**config.mk**
```make
export PLATFORM = sky130hd
export DESIGN_NAME = cpu_sram_bridge
export DESIGN_NICKNAME = d
export VERILOG_FILES = /design/src/rtl/cpu_sram_bridge.sv
export SDC_FILE = /design/constraint.sdc
export NUM_CORES = 1
export LEC_CHECK = 0
export BUFFER_PORTS_ARGS = -buffer_cell sky130_fd_sc_hd__buf_2
export CAP_MARGIN = 20
export CORE_MARGIN = 1
export CORE_UTILIZATION = 52
export CTS_BUF_LIST = sky130_fd_sc_hd__clkbuf_2 sky130_fd_sc_hd__clkbuf_4 sky130_fd_sc_hd__clkbuf_8
export CTS_CLUSTER_DIAMETER = 200
export DETAILED_ROUTE_END_ITERATION = 12
export HOLD_SLACK_MARGIN = 0.02
export PLACE_DENSITY = 0.76
export SYNTH_ARGS = -nofsm -noshare
export SYNTH_HDL_FRONTEND = slang
export SYNTH_SLANG_ARGS = --single-unit
```
**constraint.sdc**
```tcl
create_clock -name clk -period 2.15 [get_ports clk]
set_clock_uncertainty 0.2 [all_clocks]
set_input_delay 0.215 -clock clk [delete_from_list [all_inputs] [get_ports clk]]
set_output_delay 0.215 -clock clk [all_outputs]
set_load 0.01 [all_outputs]
```
**src/rtl/cpu_sram_bridge.sv**
```systemverilog
// Bridges the core's split instruction/data SRAM ports onto one shared
// request/addr_ok/data_ok memory bus. It serves at most two accesses per
// pipeline step, one at a time, and stalls the core until they are done.
module cpu_sram_bridge #(
    parameter bit DATA_FIRST = 1'b1,
    parameter bit KSEG_MAP   = 1'b1
) (
    input  logic        clk,
    input  logic        resetn,
    input  logic        inst_req,
    input  logic [31:0] inst_addr,
    output logic [31:0] inst_rdata,
    output logic        inst_rvalid,
    input  logic        data_req,
    input  logic        data_wr,
    input  logic [3:0]  data_wstrb,
    input  logic [31:0] data_addr,
    input  logic [31:0] data_wdata,
    output logic [31:0] data_rdata,
    output logic        data_rvalid,
    output logic        stallreq,
    output logic        bus_req,
    output logic        bus_wr,
    output logic [3:0]  bus_wstrb,
    output logic [31:0] bus_addr,
    output logic [31:0] bus_wdata,
    input  logic        bus_addr_ok,
    input  logic        bus_data_ok,
    input  logic [31:0] bus_rdata
);

    localparam int unsigned AW = 32;
    localparam int unsigned DW = 32;
    localparam int unsigned SW = 4;

    typedef enum logic [2:0] {
        IDLE   = 3'd0,
        A_ADDR = 3'd1,
        A_WAIT = 3'd2,
        B_ADDR = 3'd3,
        B_WAIT = 3'd4,
        DONE   = 3'd5
    } state_t;

    state_t          state;
    logic            inst_v;
    logic            data_v;
    logic            a_is_data;
    logic [AW-1:0]   inst_pa;
    logic [AW-1:0]   data_pa;
    logic            wr_q;
    logic [SW-1:0]   wstrb_q;
    logic [DW-1:0]   wdata_q;
    logic [DW-1:0]   inst_buf;
    logic [DW-1:0]   data_buf;

    logic            first_is_data;
    logic            cur_is_data;

    // Fold kseg0/kseg1 onto physical memory by clearing the segment bits.
    function automatic logic [AW-1:0] phys(input logic [AW-1:0] va);
        if (KSEG_MAP && (va[31:29] == 3'b100 || va[31:29] == 3'b101))
            return {3'b000, va[28:0]};
        return va;
    endfunction

    // Slot ordering: which access goes first, and which one is on the bus now.
    always_comb begin
        first_is_data = data_req & (DATA_FIRST | ~inst_req);
        cur_is_data   = (state == B_ADDR || state == B_WAIT) ? ~a_is_data : a_is_data;
    end

    // Freeze the core from the moment a request is seen until DONE.
    assign stallreq = resetn &
                      (((state == IDLE) & (inst_req | data_req)) |
                       (state == A_ADDR) | (state == A_WAIT) |
                       (state == B_ADDR) | (state == B_WAIT));

    // Sequencer: capture, issue slot A then optional slot B, report in DONE.
    always_ff @(posedge clk or negedge resetn) begin
        if (!resetn) begin
            state       <= IDLE;
            inst_v      <= 1'b0;
            data_v      <= 1'b0;
            a_is_data   <= 1'b0;
            inst_pa     <= '0;
            data_pa     <= '0;
            wr_q        <= 1'b0;
            wstrb_q     <= '0;
            wdata_q     <= '0;
            inst_buf    <= '0;
            data_buf    <= '0;
            inst_rdata  <= '0;
            data_rdata  <= '0;
            inst_rvalid <= 1'b0;
            data_rvalid <= 1'b0;
            bus_req     <= 1'b0;
            bus_wr      <= 1'b0;
            bus_wstrb   <= '0;
            bus_addr    <= '0;
            bus_wdata   <= '0;
        end else begin
            inst_rvalid <= 1'b0;
            data_rvalid <= 1'b0;
            case (state)
                IDLE: begin
                    if (inst_req | data_req) begin
                        inst_v    <= inst_req;
                        data_v    <= data_req;
                        a_is_data <= first_is_data;
                        inst_pa   <= phys(inst_addr);
                        data_pa   <= phys(data_addr);
                        wr_q      <= data_wr;
                        wstrb_q   <= data_wstrb;
                        wdata_q   <= data_wdata;
                        bus_req   <= 1'b1;
                        bus_addr  <= first_is_data ? phys(data_addr) : phys(inst_addr);
                        bus_wr    <= first_is_data & data_wr;
                        bus_wstrb <= first_is_data ? data_wstrb : 4'hF;
                        bus_wdata <= first_is_data ? data_wdata : '0;
                        state     <= A_ADDR;
                    end
                end
                A_ADDR: begin
                    if (bus_addr_ok) begin
                        bus_req <= 1'b0;
                        state   <= A_WAIT;
                    end
                end
                B_ADDR: begin
                    if (bus_addr_ok) begin
                        bus_req <= 1'b0;
                        state   <= B_WAIT;
                    end
                end
                A_WAIT, B_WAIT: begin
                    if (bus_data_ok) begin
                        if (cur_is_data) begin
                            if (!wr_q) data_buf <= bus_rdata;
                        end else begin
                            inst_buf <= bus_rdata;
                        end
                        if (state == A_WAIT && inst_v && data_v) begin
                            bus_req   <= 1'b1;
                            bus_addr  <= a_is_data ? inst_pa : data_pa;
                            bus_wr    <= ~a_is_data & wr_q;
                            bus_wstrb <= a_is_data ? 4'hF : wstrb_q;
                            bus_wdata <= a_is_data ? '0 : wdata_q;
                            state     <= B_ADDR;
                        end else begin
                            inst_rvalid <= inst_v;
                            data_rvalid <= data_v;
                            inst_rdata  <= cur_is_data ? inst_buf : bus_rdata;
                            data_rdata  <= (cur_is_data && !wr_q) ? bus_rdata : data_buf;
                            state       <= DONE;
                        end
                    end
                end
                DONE:    state <= IDLE;
                default: state <= IDLE;
            endcase
        end
    end

endmodule

```
Word level (Yosys, flattened, before mapping)
Index checks and enable logic that the tools add are counted.

storage, ports and cells
  bits of input ports = 139
  logic and storage cells = 116
  output and inout bits = 137
  bits in registers = 306

operators by class
  bitwise operators = 12
  equal/unequal tests = 14
  muxes and demuxes = 52
  reduce and logical (&&, ||, !) cells = 19

operator list
  kind                                                             count
  32-bit 2-to-1 mux                                                16
  32-bit case mux with 2 select lines                              2
  1-bit 2-to-1 mux                                                 20
  4-bit 2-to-1 mux                                                 5
  3-bit == test, second input constant                             5
  3-bit 2-to-1 mux                                                 5
  3-bit case mux with 4 select lines                               1
  4-bit AND reduction                                              3
  2-bit != test, second input constant                             4
  4-bit case mux with 2 select lines                               1
  3-bit by 2-bit == test with 1-bit output, second input constant  2
  1-bit OR                                                         5
  5-bit AND reduction                                              1
  1-bit AND                                                        4
  2-bit by 1-bit != test with 1-bit output, second input constant  2
  2-bit AND reduction                                              2
  2-bit OR reduction                                               2
  3-bit by 1-bit == test with 1-bit output, second input constant  1
  1-bit logical AND                                                3
  3-bit logical NOT                                                1
  1-bit logical OR                                                 3
  1-bit NOT                                                        3
  1-bit case mux with 3 select lines                               1
  3-bit AND reduction                                              1
  other kinds (4)                                                  4

Longest topological paths before layout
Gate-level depths: netlist of the first run.

  word-level depth = 9
  depth in mapped cells = 8
  depth with buffers taken out = 4

Worst setup path before layout of the first run
No wires, ideal clock.

  path kind = flip-flop to flip-flop
  start = reg state[0]
  end = reg data_buf[21]
  library setup time = 125 ps
  arrival = 2003 ps
  clock period less this slack = 2328 ps
  path slack = -178 ps
  data required time = 1825 ps
  stages on the path, launching flop included = 9
  buffers on the path = 4
  cell sequence = dfrtp_1 > buf_6 > and3b_1 > clkbuf_1 > or4_1 > buf_2 > a21oi_4 > buf_6 > mux2_2

on the way
  longest elaborated chain between the ends = 4
  elaborated cells between the ends (all ways) = 7
  classes of those cells = 3 x eq/ne; 1 x mux; 3 x reduce/logical

RTL lines
  what                                                                              line     text
  start, declared                                                                   45       state_t state;
  start signal, assigned                                                            82       state <= IDLE;
  start signal, assigned                                                            121      state <= A_ADDR;
  start signal, assigned                                                            127      state <= A_WAIT;
  3-bit by 2-bit == test with 1-bit output / 3-bit == test (equally long branches)  70, 105
  1-bit logical OR                                                                  70       cur_is_data = (state == B_ADDR || state == B_WAIT) ? ~a_is_data : a_is_data;
  1-bit 2-to-1 mux                                                                  70
  4-bit AND reduction (no source line) *                                            n/a
  end signal, assigned                                                              139      if (!wr_q) data_buf <= bus_rdata;
  end, declared                                                                     55       logic [DW-1:0] data_buf;

Mark *: on every way between the ends. The rest lies on a longest branch, timed or not.
A chain may end at the register's enable or synchronous reset.

Worst setup path after layout of the first run
  start = reg state[0]
  end = reg data_buf[4]

Same word-level chain as after synthesis.

==> results of run 1 <==
==> timing repair <==
| item | in CTS | in global routing |
|---|---|---|
| resized for setup | 47 | 13 |
| buffers inserted | 7 | 4 |
| hold buffers | 142 | 0 |
| pin swaps | 0 | 2 |
| setup endpoints to repair | 28 | 127 |
| cloned | 3 | 3 |
| hold endpoints to repair | 594 | 0 |
==> layout make-up <==
cell class / count / area [sq um]
well taps: 335 / 419
multi-input cells: 986 / 5850
repair buffers: 489 / 3800
diodes: 2 / 5.00
fillers: 1776 / 7240
inverters: 7 / 26.3
clock buffers: 78 / 986
flip-flops and latches: 306 / 7660
clock inverters: 10 / 83.8
==> power by group <==
group          internal (uW)  total [uW]  leakage (uW)  switching [uW]
clock network           3030        5400      0.000567            2370
registers               8560       10100       0.00374            1540
logic                   5770       13800       0.00475            7990
total                  17400       29300       0.00906           11900
==> per-stage QoR <==
step	hold WS (ps)	area, sq um	power [uW]	cells
2_1_floorplan	-281	13800	17800	1423
6_report	65.2	18800	29300	2213
3_5_place_dp	-107	15900	22600	1965
5_1_grt	88.6	18800	31200	2213
3_3_place_gp	-108	15900	22100	1965
4_1_cts	53.4	18700	28700	2205
==> flip-flops by register name (all words and copies together), names as in the netlist, 3 cells and up <==
signal,cells
data_rdata,32
wstrb_q,4
inst_buf,32
inst_pa,32
bus_wstrb,4
data_pa,32
bus_wdata,32
state,3
inst_rdata,32
data_buf,32
wdata_q,32
bus_addr,32
==> path summary, 6_finish.rpt <==
path | slack, ps | depth (start not counted) | end | start
max | -240 | 8 | data_buf[4]$_DFFE_PN0P_ | state[0]$_DFFE_PN0P_
min | 70 | 3 | inst_buf[2]$_DFFE_PN0P_ | resetn
max reg2reg | -240 | 8 | data_buf[4]$_DFFE_PN0P_ | state[0]$_DFFE_PN0P_
min reg2reg | 270 | 2 | bus_wdata[31]$_DFFE_PN0P_ | bus_wdata[31]$_DFFE_PN0P_
max in group asynchronous | 960 | 4 | inst_rdata[11]$_DFFE_PN0P_ | resetn
min in group clk | 120 | 5 | inst_pa[6]$_DFFE_PN0P_ | data_req
==> cells in the mapped netlist, types with 2 or more instances <==
cell type	instances
and3_1	2
mux2_2	91
o21ai_0	113
buf_2	13
clkbuf_1	98
buf_6	4
a22oi_1	33
buf_1	9
nor2_1	3
nand2b_1	3
inv_1	6
a31oi_1	65
o21bai_1	2
nand2_1	376
xor2_1	2
o21a_1	2
nand3_1	68
and2_1	3
nand4b_1	32
dfrtp_1	306
or4_1	2
mux2_1	3
a21oi_1	128
nor2b_1	2
mux2i_1	32
nor3_1	3
o22ai_1	5
o21ai_1	3
==> cell usage in the layout (no fill, tap or decap), types with 61 or more instances in the layout <==
master / instances
clkbuf_8: 64
o21ai_0: 110
dlygate4sd3_1: 141
mux2_2: 61
a31oi_1: 65
buf_2: 273
a21oi_1: 127
dfrtp_1: 305
nand2_1: 376
nand3_1: 68
==> logic make-up after synthesis <==
family                    synth area share [%]
xor gates and xnor gates                 0.191
muxes                                     10.0
buffers and inverters                     3.90
DFF                                       55.5
and+or+nand+nor                           15.7
AOI/OAI and AO/OA                         14.6
==> per-layer routing <==
metal  share of wire, %  wire length, um  vias up  GRT usage, %
li1                   -                -     5790             -
met1                 39            16500     6170          38.3
met2                 50            20800      644          50.7
met3                8.2             3440      116          6.71
met4                3.0             1240        0          12.6
met5                  0                0        -             0
==> worst reg2reg max path: cells and delay by family (launching register included) <==
| kind | cells | cell delay, ps |
|---|---|---|
| buffers and inverters | 4 | 540 |
| and+or+nand+nor | 2 | 630 |
| DFF | 1 | 410 |
| muxes | 1 | 300 |
| AOI/OAI and AO/OA | 1 | 170 |
==> results.cfg, run 1 <==
[routing]
dr.pass1.iters = 5
ant_nets = 0
finalWirelength_um = 41900
avgRoutedWirePerCell_um = 18.9
drt-initial-drc-count = 1101
via_count = 12700
routed_via_density = 5.75
drc = 0

[die]
initial_utilization_pct = 52.9
io_pins = 276
die_x_um = 165
num_rows = 59
chipHeight_um = 165
dieArea_sq_mm = 0.0272
coreArea_sq_mm = 0.0261

[timing]
slew_headroom_pct = 62.3
rsz0062_at_grt = yes
setup_tns_ps = -5150
fin_ws_ps = -243
final_hold_viol_count = 0
worst_pin_slew_ps = 566
period_needed_ps = 2390
max_freq_mhz = 418
slew_viol_final = 0
finalCritPeriodShare_pct = 111
setup_viol = 33

[clock_tree]
clockRootBuffer = clkbuf_8
clock_sinks = 306
clock_latency_ps = 570
ctsLongestPathBuffers = 3
h-tree-depth = 2
clkTransAtPathRegs_ps = 60
cts_tree = yes
numCtsBuffers = 50

[setup_path]
crit_chain = buf_6, and3b_2, or4_4, a21oi_4, buf_6, buf_12, buf_12, mux2_4
arrival_ps = 2620
critPathRequiredTime_ps = 2380
slowest_delay_ps = 440
path_delay_family = simple AND/OR/NAND/NOR gates
start_kind = flip-flop
cp_max_fo = 7
crit_slowest_cell = or4_4
critPathBufInv = 4
critical_path.endpoint_type = flip-flop
critPathKind = flip-flop to flip-flop

[layout]
drive_above_1_share_pct = 29.5
nets = 1979
fin_util_pct = 72.2
syn_to_final_growth_pct = 36.5

[worst_hold_path]
hp-class = input port to asynchronous set/reset pin

[synthesis]
synthesis.nets = 1562
ys_ff_latch = 306
synth_area_leader_cell = dfrtp_1
synth_warnings = 0
synth-main-ff-cell = dfrtp_1
netlist_area_sq_mm = 0.0138
syn-instance-count = 1423
synthArstFlopShare_pct = 100
synth.distinct_cells = 42
syn_area_per_cell_sq_um = 9.69
seq_area_frac_synth_pct = 55.5
synth.area.top_cells = dfrtp_1 (56%), nand2_1 (10%), mux2_2 (7.4%), a21oi_1 (4.6%), o21ai_0 (4.1%)
synth_edf_count = 0
synth_top_cell_area_share_pct = 55.5

[grt]
grt_pass1_vias = 13100
grt_overflow = 0
grt_antenna_before_repair = 3
grt_pass1_wl_um = 65800
grt_max_degree = 100
grt.total_usage_pct = 30.4

[job]
drv_cap = 0

[run_status]
failed_checks = setup timing
status = finished, violations left

[power_and_ir_drop]
power_density_mw_per_mm2 = 1560
p_leak_uw = 0.00906
ir_drop_v = 0.000875

[placement]
port_buffers = 275
place_ws_ps = -52.6
gp_congestion = 0.792
dp_hpwl_um = 23200
Power figures use the tool's default switching activity.
==> inputs of run 2 (changes only) <==
- CORE_ASPECT_RATIO: not set -> 0.6
==> run 2 against run 1 <==
Compared with the run above:
- the flow still finishes with violations (setup timing)
- die area about the same
- critical path depth down 4
- flip-flop and latch count unchanged
- critical path type is now flip-flop to output pin
==> results.cfg, run 2 (synthesized netlist as in run 1, its figures left out) <==
[setup_path]
critPathKind = flip-flop to output pin
path_delay_family = simple AND/OR/NAND/NOR gates
rrSetupSlack_ps = -100
timing.rr.start = state[0]$_DFFE_PN0P_
slowest_delay_ps = 490
rr_worst_depth = 7
crit_chain = buf_6, or4_1, o211a_1, buf_2
crit_cells = 4
cp_max_fo = 2
crit_slowest_cell = or4_1
critPathRequiredTime_ps = 1740
r2r-end = data_buf[4]$_DFFE_PN0P_
critPathBufInv = 2
arrival_ps = 1930
critical_path.endpoint_type = output pin
start_kind = flip-flop
crit_end = stallreq
startpoint = state[0]$_DFFE_PN0P_

[timing]
fin_ws_ps = -197
setup_viol = 33
max_freq_mhz = 426
finalCritPeriodShare_pct = 109
slew_headroom_pct = 62.2
worst_pin_slew_ps = 564
slew_viol_final = 0
rsz0062_at_grt = yes
final_hold_viol_count = 0
period_needed_ps = 2350
timing.hold.ws_ps = 69.4

[clock_tree]
clock_sinks = 306
ctsLongestPathBuffers = 3
clkTransAtPathRegs_ps = 60
cts_tree = yes
clockRootBuffer = clkbuf_8
numCtsBuffers = 45
clock_latency_ps = 560
h-tree-depth = 2

[routing]
avgRoutedWirePerCell_um = 20.1
drc = 0
via_count = 13100
drt-initial-drc-count = 1394
dr.pass1.iters = 6
finalWirelength_um = 44700
ant_nets = 0
routed_via_density = 5.89

[placement]
gp_congestion = 0.851
port_buffers = 275
post_dp_cell_area_sq_mm = 0.0160
dp_hpwl_um = 24400

[die]
coreArea_sq_mm = 0.0257
initial_utilization_pct = 53.7
io_pins = 276
num_rows = 45
chipHeight_um = 128
die_x_um = 212
dieArea_sq_mm = 0.0272

[layout]
mostFrequentLayoutCells = nand2_1 (376), dfrtp_1 (304), buf_2 (274)
drive_above_1_share_pct = 29.3
fillers = 1750
nets = 1979
final_area_sq_mm = 0.0189
syn_to_final_growth_pct = 36.9
final_common_cell = nand2_1

[run_status]
failed_checks = setup timing
status = finished, violations left

[power_and_ir_drop]
power_density_mw_per_mm2 = 1560
ir_drop_v = 0.000733
p_leak_uw = 0.00906
p_total_uw = 29500

[grt]
grt_overflow = 0
grt_pass1_wl_um = 68200
grt_antenna_before_repair = 3
grt_pass1_vias = 13000
grt.total_usage_pct = 31.7
grt_max_degree = 95

[worst_hold_path]
hp-class = input port to asynchronous set/reset pin

[job]
drv_cap = 0
[run 2: worst min path at each step]
stage	endpoint	cells after the start
3_3_place_gp	bus_addr[25]$_DFFE_PN0P_	1
3_5_place_dp	inst_pa[25]$_DFFE_PN0P_	1
2_1_floorplan	a_is_data$_DFFE_PN0P_	0
6_report	inst_pa[29]$_DFFE_PN0P_	3
4_1_cts	data_pa[0]$_DFFE_PN0P_	3
5_1_grt	inst_pa[0]$_DFFE_PN0P_	3
[run 2: report_power, final]
group	total, uW	internal, uW	switching (uW)
sequential	10200	8560	1620
combinational	14400	6030	8350
clock	4940	2680	2260
total	29500	17300	12200
[run 2: worst min-delay path: stages]
cell           delay [ps]
dlygate4sd3_1         570
buf_8                 160
buf_12                260
[run 2: final cells by class]
type / instances / area, sq um / share of cell area (%)
flip-flops and latches: 306 / 7660 / 40.6
multi-input cells: 986 / 5850 / 31.0
repair buffers: 494 / 3940 / 20.9
clock buffers: 75 / 920 / 4.87
well taps: 352 / 440 / 2.33
inverters: 7 / 26.3 / 0.139
clock inverters: 3 / 17.5 / 0.0928
diodes: 4 / 10.0 / 0.0531
[run 2: stage by stage]
step / util (%) / setup TNS, ps / instances / setup WS (ps)
final: 73.5 / -2750 / 2227 / -197
after global routing: 73.5 / -4160 / 2227 / -252
after CTS: 72.5 / -4310 / 2214 / -222
after detailed placement: 62.3 / -1010 / 1984 / -44.7
after global placement: 62.3 / -220 / 1984 / -9.15
after floorplan: - / -4620 / 1423 / -154
[run 2: timing repair]
action | 4_1_cts | 5_1_grt
pin swaps | 1 | 3
gates cloned | 2 | 8
hold buffers | 143 | 0
buffers inserted | 7 | 3
hold endpoints to repair | 610 | 0
setup endpoints to repair | 33 | 158
resized for setup | 40 | 16
[run 2: per-layer routing]
| metal | GRT usage [%] | wire, um | part of all wire [%] | vias to the layer above |
|---|---|---|---|---|
| met4 | 12.3 | 1410 | 3.1 | 0 |
| li1 | - | - | - | 5798 |
| met5 | 0 | 0 | 0 | - |
| met2 | 49.3 | 20200 | 45 | 733 |
| met3 | 6.81 | 4150 | 9.3 | 126 |
| met1 | 43.9 | 19000 | 42 | 6461 |
